`config.mk`:
```
export PLATFORM = sky130hd
export DESIGN_NAME = btn_conditioner_flat
export DESIGN_NICKNAME = d
export VERILOG_FILES = /design/src/rtl/btn_conditioner_pkg.sv /design/src/rtl/btn_conditioner_if.sv /design/src/rtl/btn_conditioner_channel.sv /design/src/rtl/btn_conditioner.sv /design/src/flat_wrapper.sv
export SDC_FILE = /design/constraint.sdc
export NUM_CORES = 1
export LEC_CHECK = 0
export ABC_AREA = 1
export BUFFER_PORTS_ARGS = -buffer_cell sky130_fd_sc_hd__buf_2
export CAP_MARGIN = 0
export CORE_MARGIN = 2
export CORE_UTILIZATION = 50
export CTS_BUF_LIST = sky130_fd_sc_hd__clkbuf_16
export DETAILED_ROUTE_END_ITERATION = 8
export PLACE_DENSITY_LB_ADDON = 0.12
export SKIP_CTS_REPAIR_TIMING = 1
export SYNTH_ARGS = -nofsm -noshare
export SYNTH_HDL_FRONTEND = slang
export SYNTH_SLANG_ARGS = --single-unit
```
`constraint.sdc`:
```
create_clock -name clk -period 2.34 [get_ports clk]
set_input_delay 0.351 -clock clk [delete_from_list [all_inputs] [get_ports clk]]
set_output_delay 0.351 -clock clk [all_outputs]
set_load 0.01 [all_outputs]
```
`src/rtl/btn_conditioner_pkg.sv`:
```
// Shared types and helpers for the button conditioner: channel indices, FSM state type,
// and counter-width helpers.
package btn_pkg;

    localparam int NUM_BTN    = 3;
    localparam int BTN_LEFT   = 0;
    localparam int BTN_RIGHT  = 1;
    localparam int BTN_CENTER = 2;

    typedef enum logic [1:0] {
        IDLE,
        FIRST,
        REPEAT,
        HELD
    } btn_state_t;

    // Bits needed to hold values 0..n-1, never less than one.
    function automatic int width_of(input int n);
        return (n <= 2) ? 1 : $clog2(n);
    endfunction

    function automatic int max_of(input int a, input int b);
        return (a > b) ? a : b;
    endfunction

endpackage

```
`src/rtl/btn_conditioner_if.sv`:
```
// Button bundle between the board pins and the game core.
// The conditioner sits on the slave side; the board or stimulus drives the master side.
interface btn_conditioner_if;
    logic [2:0] btn_raw;
    logic [2:0] btn_level;
    logic [2:0] btn_press;
    logic [2:0] btn_release;

    modport master (
        output btn_raw,
        input  btn_level,
        input  btn_press,
        input  btn_release
    );

    modport slave (
        input  btn_raw,
        output btn_level,
        output btn_press,
        output btn_release
    );
endinterface

```
`src/rtl/btn_conditioner_channel.sv`:
```
// One button channel: synchroniser, debounce filter and press/release/auto-repeat FSM.
// Auto-repeat (FIRST/REPEAT states, rcnt) is built only when BTN_AUTOREPEAT_EN is defined.
module btn_channel
    import btn_pkg::*;
#(
    parameter int DELAY        = 1000000,
    parameter int SYNC_STAGES  = 2,
    parameter int REPEAT_FIRST = 30000000,
    parameter int REPEAT_RATE  = 10000000,
    parameter int REPEAT_EN    = 1
) (
    input  logic clk,
    input  logic rst,
    input  logic raw_i,
    output logic level_o,
    output logic press_o,
    output logic release_o
);

    localparam int              CNT_W   = width_of(DELAY + 1);
    localparam logic [CNT_W-1:0] CNT_MAX = CNT_W'(DELAY);

    generate
        if (SYNC_STAGES < 2 || DELAY < 0 || REPEAT_FIRST < 1 || REPEAT_RATE < 1 ||
            REPEAT_EN < 0 || REPEAT_EN > 1) begin : g_bad_cfg
            $error("btn_channel: illegal parameter set");
        end
    endgenerate

    logic [SYNC_STAGES-1:0] sync_q;
    logic                   sync;

    always_ff @(posedge clk or posedge rst) begin
        if (rst) begin
            sync_q <= '0;
        end else begin
            sync_q <= {sync_q[SYNC_STAGES-2:0], raw_i};
        end
    end

    assign sync = sync_q[SYNC_STAGES-1];

    logic [CNT_W-1:0] cnt_q, cnt_d;
    logic             level_q, level_d;
    logic             rise, fall;

    // A new value is accepted only after DELAY+1 consecutive cycles of disagreement.
    always_comb begin
        cnt_d   = cnt_q;
        level_d = level_q;
        if (sync == level_q) begin
            cnt_d = '0;
        end else if (cnt_q == CNT_MAX) begin
            level_d = sync;
            cnt_d   = '0;
        end else begin
            cnt_d = cnt_q + 1'b1;
        end
    end

    always_ff @(posedge clk or posedge rst) begin
        if (rst) begin
            cnt_q   <= '0;
            level_q <= 1'b0;
        end else begin
            cnt_q   <= cnt_d;
            level_q <= level_d;
        end
    end

    // Edge events are taken from the next-state level so pulses land on the same edge as the level.
    assign rise = level_d & ~level_q;
    assign fall = ~level_d & level_q;

    btn_state_t state_q, state_d;
    logic       press_q, press_d;
    logic       release_q, release_d;

`ifdef BTN_AUTOREPEAT_EN
    localparam int               RCNT_W  = width_of(max_of(REPEAT_FIRST, REPEAT_RATE));
    localparam logic [RCNT_W-1:0] RF_LAST = RCNT_W'(REPEAT_FIRST - 1);
    localparam logic [RCNT_W-1:0] RR_LAST = RCNT_W'(REPEAT_RATE - 1);

    logic [RCNT_W-1:0] rcnt_q, rcnt_d;

    always_ff @(posedge clk or posedge rst) begin
        if (rst) begin
            rcnt_q <= '0;
        end else begin
            rcnt_q <= rcnt_d;
        end
    end
`endif

    always_comb begin
        state_d   = state_q;
        press_d   = 1'b0;
        release_d = 1'b0;
`ifdef BTN_AUTOREPEAT_EN
        rcnt_d    = rcnt_q;
`endif
        case (state_q)
            IDLE: begin
                if (rise) begin
                    press_d = 1'b1;
                    state_d = HELD;
`ifdef BTN_AUTOREPEAT_EN
                    rcnt_d  = '0;
                    if (REPEAT_EN != 0) begin
                        state_d = FIRST;
                    end
`endif
                end
            end
`ifdef BTN_AUTOREPEAT_EN
            FIRST: begin
                if (fall) begin
                    release_d = 1'b1;
                    rcnt_d    = '0;
                    state_d   = IDLE;
                end else if (rcnt_q == RF_LAST) begin
                    press_d = 1'b1;
                    rcnt_d  = '0;
                    state_d = REPEAT;
                end else begin
                    rcnt_d = rcnt_q + 1'b1;
                end
            end
            REPEAT: begin
                // A release due this cycle wins over a repeat pulse.
                if (fall) begin
                    release_d = 1'b1;
                    rcnt_d    = '0;
                    state_d   = IDLE;
                end else if (rcnt_q == RR_LAST) begin
                    press_d = 1'b1;
                    rcnt_d  = '0;
                end else begin
                    rcnt_d = rcnt_q + 1'b1;
                end
            end
`endif
            HELD: begin
                if (fall) begin
                    release_d = 1'b1;
                    state_d   = IDLE;
                end
            end
            default: begin
                state_d = IDLE;
            end
        endcase
    end

    always_ff @(posedge clk or posedge rst) begin
        if (rst) begin
            state_q   <= IDLE;
            press_q   <= 1'b0;
            release_q <= 1'b0;
        end else begin
            state_q   <= state_d;
            press_q   <= press_d;
            release_q <= release_d;
        end
    end

    assign level_o   = level_q;
    assign press_o   = press_q;
    assign release_o = release_q;

endmodule

```
`src/rtl/btn_conditioner.sv`:
```
// Three-button input conditioner (left, right, centre) feeding the game core.
// Auto-repeat on held buttons is built only when BTN_AUTOREPEAT_EN is defined.
module btn_conditioner
    import btn_pkg::*;
#(
    parameter int         DELAY        = 1000000,
    parameter int         SYNC_STAGES  = 2,
    parameter int         REPEAT_FIRST = 30000000,
    parameter int         REPEAT_RATE  = 10000000,
    parameter logic [2:0] REPEAT_MASK  = 3'b011
) (
    input logic               clk,
    input logic               rst,
    btn_conditioner_if.slave  bus
);

    logic [NUM_BTN-1:0] level_w;
    logic [NUM_BTN-1:0] press_w;
    logic [NUM_BTN-1:0] release_w;

    generate
        for (genvar gi = 0; gi < NUM_BTN; gi++) begin : g_ch
            // The centre (fire) button never auto-repeats, whatever the mask says.
            btn_channel #(
                .DELAY        (DELAY),
                .SYNC_STAGES  (SYNC_STAGES),
                .REPEAT_FIRST (REPEAT_FIRST),
                .REPEAT_RATE  (REPEAT_RATE),
                .REPEAT_EN    ((gi != BTN_CENTER) ? int'(REPEAT_MASK[gi]) : 0)
            ) u_ch (
                .clk       (clk),
                .rst       (rst),
                .raw_i     (bus.btn_raw[gi]),
                .level_o   (level_w[gi]),
                .press_o   (press_w[gi]),
                .release_o (release_w[gi])
            );
        end
    endgenerate

    assign bus.btn_level   = level_w;
    assign bus.btn_press   = press_w;
    assign bus.btn_release = release_w;

endmodule
```
`src/flat_wrapper.sv`:
```
// flat-port wrapper written by rule: the top's interface ports become plain ports
module btn_conditioner_flat import btn_pkg::*;
#(
    parameter int         DELAY        = 1000000,
    parameter int         SYNC_STAGES  = 2,
    parameter int         REPEAT_FIRST = 30000000,
    parameter int         REPEAT_RATE  = 10000000,
    parameter logic [2:0] REPEAT_MASK  = 3'b011
)
  (clk, rst, bus_btn_raw, bus_btn_level, bus_btn_press, bus_btn_release);
  btn_conditioner_if bus_i ();
  input logic clk;
  input logic rst;
  input wire logic [$bits(bus_i.btn_raw)-1:0] bus_btn_raw;
  output wire logic [$bits(bus_i.btn_level)-1:0] bus_btn_level;
  output wire logic [$bits(bus_i.btn_press)-1:0] bus_btn_press;
  output wire logic [$bits(bus_i.btn_release)-1:0] bus_btn_release;
  assign bus_i.btn_raw = bus_btn_raw;
  assign bus_btn_level = bus_i.btn_level;
  assign bus_btn_press = bus_i.btn_press;
  assign bus_btn_release = bus_i.btn_release;
  btn_conditioner #(.DELAY(DELAY), .SYNC_STAGES(SYNC_STAGES), .REPEAT_FIRST(REPEAT_FIRST), .REPEAT_RATE(REPEAT_RATE), .REPEAT_MASK(REPEAT_MASK)) u_core (.clk(clk), .rst(rst), .bus(bus_i));
endmodule
```
# After elaboration in Yosys (flattened, before gate mapping)

Cells that the tools add are included.

$add $sub $neg: 3
Equal/unequal tests: 15
Multiplexer cells: 33
Bitwise gates (word level): 12
Reductions and logical operators: 6

Operator list:

| operator                                                        | count |
|---|---|
| 20-bit two-way mux                                              | 6 |
| 20-bit by 1-bit adder with 20-bit output, second input constant | 3 |
| 20-bit == test, second input constant                           | 3 |
| 1-bit two-way mux                                               | 18 |
| 2-bit two-way mux                                               | 6 |
| 2-bit inequality test, second input constant                    | 6 |
| 2-bit case mux with 2 select lines                              | 3 |
| 1-bit bitwise AND                                               | 6 |
| 2-bit == test, second input constant                            | 3 |
| 2-bit zero test                                                 | 3 |
| 1-bit NOT                                                       | 6 |
| 2-bit AND reduction                                             | 3 |
| 1-bit == test                                                   | 3 |

Register bits after elaboration: 81
Input bits: 5
Output and inout bits: 9
Logic and storage cells: 87

# Longest topological paths before layout

Depth in word-level cells: 7
Depth in mapped cells: 11
Depth with buffers taken out: 11

# By module

From an unflattened synthesis, not the netlist that was laid out.

Cells, all modules: 548
Area total of the unflattened synthesis: 4370.4 sq um

Modules (own cells, without submodules):

| module                                | instances | cells each | area each (sq um) | seq. area each (sq um) |
|---|---|---|---|---|
| btn_channel (u_core.g_ch[1].u_ch ...) | 2         | 182        | 1442.6            | 650.6 |
| btn_channel (u_core.g_ch[0].u_ch)     | 1         | 184        | 1485.2            | 650.6 |

# Least setup slack after synthesis

OpenSTA, ideal clock, no wires.

Path kind: register to register
Start: reg u_core.g_ch[0].u_ch.cnt_q[0]
End: reg u_core.g_ch[0].u_ch.cnt_q[15]
Library setup time: 0.120 ns
Data arrival time: 1.240 ns
Required time: 2.220 ns
Path slack: 0.980 ns
Stages on the path, launching flop included: 11
Path buffers: 1
Period minus slack after synthesis: 1.360 ns
Cell sequence: dfrtp_1 -> inv_1 -> ha_1 -> nand2_1 -> inv_1 -> nand2_1 -> nor2_1 -> nand3_1 -> nand2_1 -> buf_4 -> nor3_1

Cells in the longest elaborated chain, start to end: 3
Elaborated cells between the ends (all ways): 4
Those cells by class: add/sub: 1; eq/ne: 1; mux: 2

RTL lines:

| element                                                                           | RTL line                                                     | source |
|---|---|---|
| start: declaration                                                                | btn_conditioner_channel.sv:43                                | `logic [CNT_W-1:0] cnt_q, cnt_d;` |
| start signal: assignment                                                          | btn_conditioner_channel.sv:66                                | `cnt_q <= cnt_d;` |
| 20-bit by 1-bit adder with 20-bit output / 20-bit == test (equally long branches) | btn_conditioner_channel.sv:57, btn_conditioner_channel.sv:53 |  |
| 20-bit two-way mux (*)                                                            | btn_conditioner_channel.sv:53                                | `end else if (cnt_q == CNT_MAX) begin` |
| 20-bit two-way mux (*)                                                            | btn_conditioner_channel.sv:51                                | `if (sync == level_q) begin` |
| net u_core.g_ch[0].u_ch.cnt_d[15]                                                 | btn_conditioner_channel.sv:43                                |  |

The timed path passes the listed nets; every way through them passes the cells marked *.
A chain may end at the register's enable or synchronous reset.

# Worst setup path in the final report

Start: reg u_core.g_ch[0].u_ch.cnt_q[0]
End: reg u_core.g_ch[0].u_ch.cnt_q[16]

Same word-level chain as after synthesis.

==> impl_metrics.yaml <==
run_status:
  outcome: "completed"
routing:
  met2_length_mm: 3.76
  wl_per_cell_um: 11.8
  via_per_inst: 4.86
  vias: 3295
  first_iter_violations: 141
  wl_met1_mm: 3.85
  wl_met3_um: 252
  firstDrtPassIters: 4
  drc: 0
  wirelength_mm: 8.00
  topRoutingLayerUsed: "met4"
  ant_nets: 0
clock_network:
  clkLatencyLatePin_ns: 0.33
  htreeDepth: 3
  cts_tree: "yes"
  cts-root-buf: "clkbuf_16"
  numCtsBuffers: 9
  cts_buffer_depth: 2
  path_clk_slew_ns: 0.06
  clock-sinks: 78
die:
  dieArea_um2: 9200
  die-width_um: 95.9
  core_region_area_um2: 8220
  io_pins: 14
  die_h_um: 95.9
  fp-row-count: 33
  start_util_pct: 51.4
synth:
  synth_most_common_cell: "nor2_1"
  netlist.area_leader.share_pct: 46.2
  synth_edf_count: 0
  synth.yosys.seq_area_share_pct: 46.2
  syn-instance-count: 551
  avgSynthCellArea_um2: 7.67
  yosys-top-cells-area: "dfrtp_1, nor2_1, nand2_1"
  ys_seq_elements: 78
  yosysUniqueCellTypes: 23
  yosysWarnings: 0
  synth_fp_nets: 562
  ys_dominant_reg_cell: "dfrtp_1"
  netlist_area_um2: 4230
  async_flop_share_pct: 100
  netlist_top_cells_count: "nor2_1, nand2_1, inv_1"
  yosysTopAreaCell: "dfrtp_1"
setup_path:
  cp.required_ns: 2.56
  critPathCaptureType: "flip-flop"
  arrival_ns: 1.96
  crit_path_start_kind: "flip-flop"
  crit_type: "reg2reg"
  crit_path_max_fanout: 6
finish:
  nFillCells: 776
  final_cell_area_um2: 4690
  regArea_um2: 1950
  syn_to_final_growth_pct: 10.9
  diodes: 0
  multi_input_area_um2: 1860
  nNetsFinal: 579
  fin_util_pct: 57.0
  drive_gt1_share_pct: 10.8
sta:
  min_period_over_period_pct: 74.1
  worstMarginPinSlew_ns: 0.427
  max-slew-margin-rel_pct: 71.5
  finClkSkew_ns: 0.00790
  rsz0062_at_grt: "false"
  fin_crit_ns: 1.73
  final-hold-violation-count: 0
  finalSetupViolations: 0
  slew_viol_final: 0
  tns_ns: 0
  max_freq_ghz: 0.577
placement:
  hpwl_mm: 5.97
  gp_congestion: 0.877
  dpl-instance-area_um2: 4380
  io_buffers: 13
hold_path:
  hp-class: "in2reg"
global_route:
  grt_pass1_vias: 3140
  grtUsageTotal_pct: 19.9
  gr-total-overflow: 0
  antenna_found_initial: 0
  grt_pass1_wl_mm: 14.2
  grt_max_degree: 50
pwr:
  p_total_w: 0.00287
  max-vdd-ir-drop_uv: 343
  p_per_area_nw_per_um2: 613
  leakage_nw: 2.16
run:
  max_cap_violations: 0
[critical path, stage by stage (launching register included)]
cell     delay, ns
dfrtp_1       0.40
inv_1         0.09
ha_1          0.15
nand2_1       0.05
inv_1         0.05
nand2_1       0.06
nor2_1        0.17
nand3_1       0.12
nand2_1       0.25
inv_1         0.16
nand2_1       0.08
nor2_1        0.04
[logic make-up (layout without fill, tap and decap cells)]
group | Yosys count | after routing | share of synthesized area, %
AOI/OAI and AO/OA | 17 | 17 | 2.13
xor gates and xnor gates | 31 | 31 | 6.43
adders and majority gates | 6 | 6 | 1.78
buffers and inverters | 97 | 119 | 9.68
DFF | 78 | 78 | 46.2
and+or+nand+nor | 322 | 322 | 33.8
[state kept, by name, summed over array words and instances, names as in the netlist]
| name | flops |
|---|---|
| u_core.g_ch.u_ch.cnt_q | 60 |
| u_core.g_ch.u_ch.sync_q | 6 |
| u_core.g_ch.u_ch.level_o | 3 |
| u_core.g_ch.u_ch.press_o | 3 |
| u_core.g_ch.u_ch.release_o | 3 |
| u_core.g_ch.u_ch.state_q | 3 |
[layout make-up]
type	count	area share (%)
clock inverter	7	1.55
inverter	85	6.89
sequential	78	41.7
clock buffer	9	4.81
timing repair buffer	18	2.51
tap	105	2.80
multi-input combinational	376	39.8
[layer usage]
metal / GRT usage (%) / up-vias
met5: 0 / -
met4: 8.93 / 0
met3: 2.74 / 14
met2: 31.8 / 48
met1: 27.0 / 1519
li1: - / 1714
[placed cells by master, fill, tap and decap left out, types with 2 or more instances in the layout]
master	count
a21oi_1	14
nand3_2	3
nand3_1	26
nor3b_1	2
clkinv_2	2
xnor2_1	5
nor3_1	18
nor2_2	8
buf_4	3
xor2_1	26
nand3b_1	2
nand4_1	11
nand2_2	6
dfrtp_1	78
clkbuf_16	9
nand2_1	114
nor2_4	7
ha_1	6
clkinvlp_4	3
a31oi_1	2
inv_2	2
buf_2	13
inv_1	82
nor2_1	122
nor3_2	2
[path summary, 6_finish.rpt]
| path | depth (start not counted) | from | endpoint | slack [ns] |
|---|---|---|---|---|
| max in group asynchronous | 4 | rst | u_core.g_ch[1].u_ch.cnt_q[14] | 1.32 |
| hold reg to reg | 0 | u_core.g_ch[1].u_ch.sync_q[0] | u_core.g_ch[1].u_ch.sync_q[1] | 0.35 |
| setup / recovery | 11 | u_core.g_ch[0].u_ch.cnt_q[0] | u_core.g_ch[0].u_ch.cnt_q[16] | 0.61 |
| setup reg to reg | 11 | u_core.g_ch[0].u_ch.cnt_q[0] | u_core.g_ch[0].u_ch.cnt_q[16] | 0.61 |
| min in group asynchronous | 3 | rst | u_core.g_ch[1].u_ch.state_q[0] | 0.46 |
| hold / removal | 1 | bus_btn_raw[1] | u_core.g_ch[1].u_ch.sync_q[0] | 0.12 |
[through the flow]
stage                     hold WS [ns]  worst slack [ns]  std cells
final                            0.121             0.607        678
after global routing             0.119             0.350        678
after CTS                      -0.0897             0.593        677
after detailed placement         0.263             0.598        661
after global placement           0.263             0.665        661
after floorplan                  0.331             0.980        551
[where the power goes]
group	total [W]	internal [W]	switching, W	leakage [nW]
Clock	0.00139	0.000827	0.000563	0.142
Sequential	0.00138	0.00137	0.0000152	1.07
Combinational	0.0000997	0.0000296	0.0000701	0.947
Power figures use the tool's default switching activity.
